## config.mk

```make
export PLATFORM = sky130hd
export DESIGN_NAME = serial_to_parallel
export DESIGN_NICKNAME = d
export VERILOG_FILES = /design/src/rtl/serial_to_parallel.sv
export SDC_FILE = /design/constraint.sdc
export NUM_CORES = 1
export LEC_CHECK = 0
export ABC_AREA = 1
export CAP_MARGIN = 20
export CORE_MARGIN = 2
export CORE_UTILIZATION = 50
export DETAILED_ROUTE_END_ITERATION = 10
export GPL_TIMING_DRIVEN = 0
export PLACE_DENSITY_LB_ADDON = 0.25
export SLEW_MARGIN = 10
export SYNTH_ARGS = -nofsm -noshare
export SYNTH_HDL_FRONTEND = slang
export SYNTH_SLANG_ARGS = --single-unit
```

## constraint.sdc

```tcl
create_clock -name clk -period 2.1 [get_ports clk]
set_clock_uncertainty 0.2 [all_clocks]
set_input_delay 0.42 -clock clk [delete_from_list [all_inputs] [get_ports clk]]
set_output_delay 0.42 -clock clk [all_outputs]
set_load 0.02 [all_outputs]
```

## src/rtl/serial_to_parallel.sv

```systemverilog
// serial_to_parallel: assembles an LSB-first serial bit stream into DATA_W-bit words with valid/ready on both sides.
// Define SERIAL_TO_PARALLEL_PARITY_EN to add a trailing even-parity bit per frame and the p_err_o flag.
module serial_to_parallel #(
    parameter int DATA_W = 4
) (
    input  logic              clk,
    input  logic              reset,
    input  logic              s_valid_i,
    input  logic              s_data_i,
    output logic              s_ready_o,
    output logic              p_valid_o,
    output logic [DATA_W-1:0] p_data_o,
    input  logic              p_ready_i
`ifdef SERIAL_TO_PARALLEL_PARITY_EN
    ,
    output logic              p_err_o
`endif
);

    localparam int CNT_W = $clog2(DATA_W + 1);
`ifdef SERIAL_TO_PARALLEL_PARITY_EN
    localparam int FRAME_LEN = DATA_W + 1;
`else
    localparam int FRAME_LEN = DATA_W;
`endif
    localparam logic [CNT_W-1:0] LAST_CNT = CNT_W'(FRAME_LEN - 1);

    logic [CNT_W-1:0]  cnt_q, cnt_d;
    logic [DATA_W-1:0] sr_q, sr_d;
    logic              sr_full_q, sr_full_d;
    logic              p_valid_q, p_valid_d;
    logic [DATA_W-1:0] p_data_q, p_data_d;
`ifdef SERIAL_TO_PARALLEL_PARITY_EN
    logic              sr_err_q, sr_err_d;
    logic              p_err_q, p_err_d;
    logic              frame_err;
`endif

    logic              bit_accept;
    logic              slot_free;
    logic              frame_last;
    logic [DATA_W-1:0] frame_word;

    assign s_ready_o  = ~sr_full_q;
    assign bit_accept = s_valid_i & ~sr_full_q;
    assign slot_free  = ~p_valid_q | p_ready_i;
    assign frame_last = (cnt_q == LAST_CNT);

    // With parity the data bits are all in sr already; the bit arriving now is the parity bit.
`ifdef SERIAL_TO_PARALLEL_PARITY_EN
    assign frame_word = sr_q;
    assign frame_err  = (^sr_q) ^ s_data_i;
`else
    assign frame_word = {s_data_i, sr_q[DATA_W-2:0]};
`endif

    always_comb begin
        // NOTE: every _d starts from its _q, so no path through this block can infer a latch.
        cnt_d     = cnt_q;
        sr_d      = sr_q;
        sr_full_d = sr_full_q;
        p_valid_d = p_valid_q;
        p_data_d  = p_data_q;
`ifdef SERIAL_TO_PARALLEL_PARITY_EN
        sr_err_d  = sr_err_q;
        p_err_d   = p_err_q;
`endif

        if (p_valid_q && p_ready_i) begin
            p_valid_d = 1'b0;
        end

        // Drain the collect register; cannot coincide with a final-bit accept since s_ready_o is low.
        if (sr_full_q && slot_free) begin
            p_data_d  = sr_q;
            p_valid_d = 1'b1;
            sr_full_d = 1'b0;
`ifdef SERIAL_TO_PARALLEL_PARITY_EN
            p_err_d   = sr_err_q;
`endif
        end

        if (bit_accept) begin
            if (frame_last) begin
                cnt_d = '0;
                if (slot_free) begin
                    p_data_d  = frame_word;
                    p_valid_d = 1'b1;
`ifdef SERIAL_TO_PARALLEL_PARITY_EN
                    p_err_d   = frame_err;
`endif
                end else begin
                    sr_d      = frame_word;
                    sr_full_d = 1'b1;
`ifdef SERIAL_TO_PARALLEL_PARITY_EN
                    sr_err_d  = frame_err;
`endif
                end
            end else begin
                cnt_d = cnt_q + 1'b1;
                for (int i = 0; i < DATA_W; i++) begin
                    if (cnt_q == CNT_W'(i)) begin
                        sr_d[i] = s_data_i;
                    end
                end
            end
        end
    end

    always_ff @(posedge clk) begin
        // NOTE: sequential state uses non-blocking assignments so every flop samples pre-edge values.
        if (reset) begin
            cnt_q     <= '0;
            sr_q      <= '0;
            sr_full_q <= 1'b0;
            p_valid_q <= 1'b0;
            p_data_q  <= '0;
`ifdef SERIAL_TO_PARALLEL_PARITY_EN
            sr_err_q  <= 1'b0;
            p_err_q   <= 1'b0;
`endif
        end else begin
            cnt_q     <= cnt_d;
            sr_q      <= sr_d;
            sr_full_q <= sr_full_d;
            p_valid_q <= p_valid_d;
            p_data_q  <= p_data_d;
`ifdef SERIAL_TO_PARALLEL_PARITY_EN
            sr_err_q  <= sr_err_d;
            p_err_q   <= p_err_d;
`endif
        end
    end

    assign p_valid_o = p_valid_q;
    assign p_data_o  = p_data_q;
`ifdef SERIAL_TO_PARALLEL_PARITY_EN
    assign p_err_o   = p_err_q;
`endif

endmodule

```

==> metrics.csv <==
stage;metric;value;unit
outcome;outcome;complete, no violations;
routing;vias;637;
timing;setup_tns;0;ns
floorplan;num_rows;13;
placed_design;io_buffers;10;
clock_tree;post_cts_buffers;0;
clock_tree;cts_tree;built;
routing;drc_errors;0;
floorplan;dieArea;1681;um2
timing;period_share;94.19;%
logic_synthesis;ys_types;15;
floorplan;dieWidth;41.00;um
global_routing;antenna_found_initial;0;
routing;wl_per_cell;10.43;um
worst_setup_path;worstSetupStartpointType;register;
timing;tightest_slew;0.2739;ns
worst_setup_path;reg2regPathDepth;8;
hold_path;hp-class;reg2reg;
hold_path;holdPathStages;2;
worst_setup_path;critPathKind;reg2out;
timing;final_critical_path_setup_slack;0.1220;ns
clock_tree;post_cts_resized;0;
logic_synthesis;syn_area;684.4;um2
timing;relSlewSlack;81.68;%
placed_design;routabilityCongestion;0.7368;
final_layout;layout-drive-gt1-share;9.649;%
global_routing;grt_pass1_wl;2111;um
pwr;p_per_area;574.2;nW/um2
final_layout;layout.nets;124;
timing;hold_violations;0;
pwr;ir_worst_vdd;0.0003700;V
logic_synthesis;synth_area_per_cell;6.844;um2
logic_synthesis;ys_seq_elements;13;
timing;rsz0062_at_grt;false;
logic_synthesis;yosysTopAreaCell;dfxtp_1;
routing;wl;1345;um
global_routing;overflow;0;
placed_design;dpl_worst_slack;0.2725;ns
clock_tree;clk_latency;0.28;ns
worst_setup_path;cp-end-kind;output pin;
clock_tree;clk_pin_slew;0.08;ns
placed_design;hpwl;979.1;um
routing;viasPerCell;4.938;
job;maxCapViolCount;0;
worst_setup_path;cp_max_fo;4;
floorplan;dieHeight;41.00;um
logic_synthesis;synth_top_area_share;38.03;%
floorplan;core;1285;um2
clock_tree;clk_path_buf_depth;2;
clock_tree;root_buffer;clkbuf_4;
floorplan;pin_count;11;
pwr;cellLeakagePower;0.0003772;uW
worst_setup_path;arrival;1.36;ns
timing;slew_violations;0;
global_routing;grt_max_degree;10;
worst_setup_path;worst_ep_required_time;1.48;ns
timing;timing.fmax;0.5056;GHz
routing;ant_nets;0;
routing;first_pass_iters;5;
logic_synthesis;seq_area_frac_synth;38.03;%
logic_synthesis;yosysWarnings;0;
routing;drt-initial-drc-count;20;
timing;setup_viol;0;
logic_synthesis;synth_area_leaders;dfxtp_1 38%, nand2_1 12%, nand3_1 9.5%;
logic_synthesis;synth_nets;109;
final_layout;n_antenna_cell;0;
floorplan;start_util;53.26;%
global_routing;first_global_vias;531;
clock_tree;cts.sinks;13;
clock_tree;hold_buffers;0;
clock_tree;h-tree-depth;1;
clock_tree;cts_made_buffers;3;
final_layout;area_delta_synth_final;21.21;%
timing;fin_crit;1.978;ns
global_routing;track_usage;20.63;%
logic_synthesis;synth_cells;100;
[through the flow]
step	hold WS [ns]	instances	cell area (um2)	total power (uW)	utilization, %
6_report	0.3088	129	829.5	476.3	64.56
5_1_grt	0.3440	129	829.5	494.3	64.56
4_1_cts	0.3120	129	829.5	479.8	64.56
3_5_place_dp	0.2993	125	803.3	320.6	62.51
3_3_place_gp	0.2688	125	803.3	318.3	62.51
2_1_floorplan	0.2536	100	684.4	299.7	-
[path summary, 6_finish.rpt]
path,slack [ns],startpoint,to
setup / recovery,0.12,sr_full_q$_SDFF_PP0_,s_ready_o
hold / removal,0.31,cnt_q[1]$_SDFFE_PP0P_,cnt_q[1]$_SDFFE_PP0P_
setup reg to reg,0.49,cnt_q[0]$_SDFFE_PP0P_,p_data_o[1]$_SDFF_PP0_
hold reg to reg,0.31,cnt_q[1]$_SDFFE_PP0P_,cnt_q[1]$_SDFFE_PP0P_
[layout make-up]
type                            instances  area (um2)
Inverter                               18       67.56
Fill cell                             132       455.4
Tap cell                               15       18.77
Timing Repair Buffer                   10       100.1
Sequential cell                        13       260.3
Clock buffer                            4       26.28
Multi-Input combinational cell         69       356.6
[sequential cells by signal, indices dropped and copies added (netlist names)]
signal / cells
cnt_q: 3
p_data_o: 4
p_valid_o: 1
sr_full_q: 1
sr_q: 4
[synth_stat cells]
library cell / instances
o211ai_1: 1
a21oi_1: 4
nand3_1: 13
nand2_2: 3
dfxtp_1: 13
a211oi_1: 1
o21ai_0: 2
ha_1: 4
nand2_1: 22
inv_1: 16
nor3_1: 1
nand2_4: 1
nor2_4: 2
inv_2: 2
nor2_1: 15
[worst max-delay path, cell delays in order, from the launching register on]
cell and delay, ns:
dfxtp_1 0.35, inv_2 0.11, clkdlybuf4s50_1 0.62
[layer usage]
layer  GRT usage (%)  up-vias  wire, um
met4           17.50        0        55
met5               0        -         0
met3           3.261        7        43
li1                -      340         -
met2           35.94       18       666
met1           21.12      272       579
[placed cells by master, fill, tap and decap left out, drive strengths merged]
master and instances:
o211ai 1, nand2 26, o21ai 2, clkbuf 4, dfxtp 13, ha 4, nand3 13, a21oi 4
nor2 17, nor3 1, inv 18, clkdlybuf4s50 10, a211oi 1
[cells by family after synthesis]
| kind of cell | count (synthesis) | share of synthesized area [%] |
|---|---|---|
| buf+inv | 18 | 9.873 |
| simple gates | 57 | 38.21 |
| flops | 13 | 38.03 |
| fa+ha+maj | 4 | 7.313 |
| compound gates | 8 | 6.582 |
[power breakdown]
group | internal (uW) | switching, uW
Sequential | 255 | 6.04
Combinational | 22.4 | 32.6
Clock | 73.8 | 87.0
Total | 351 | 126
Note: power is estimated with default switching activity, not from simulation.
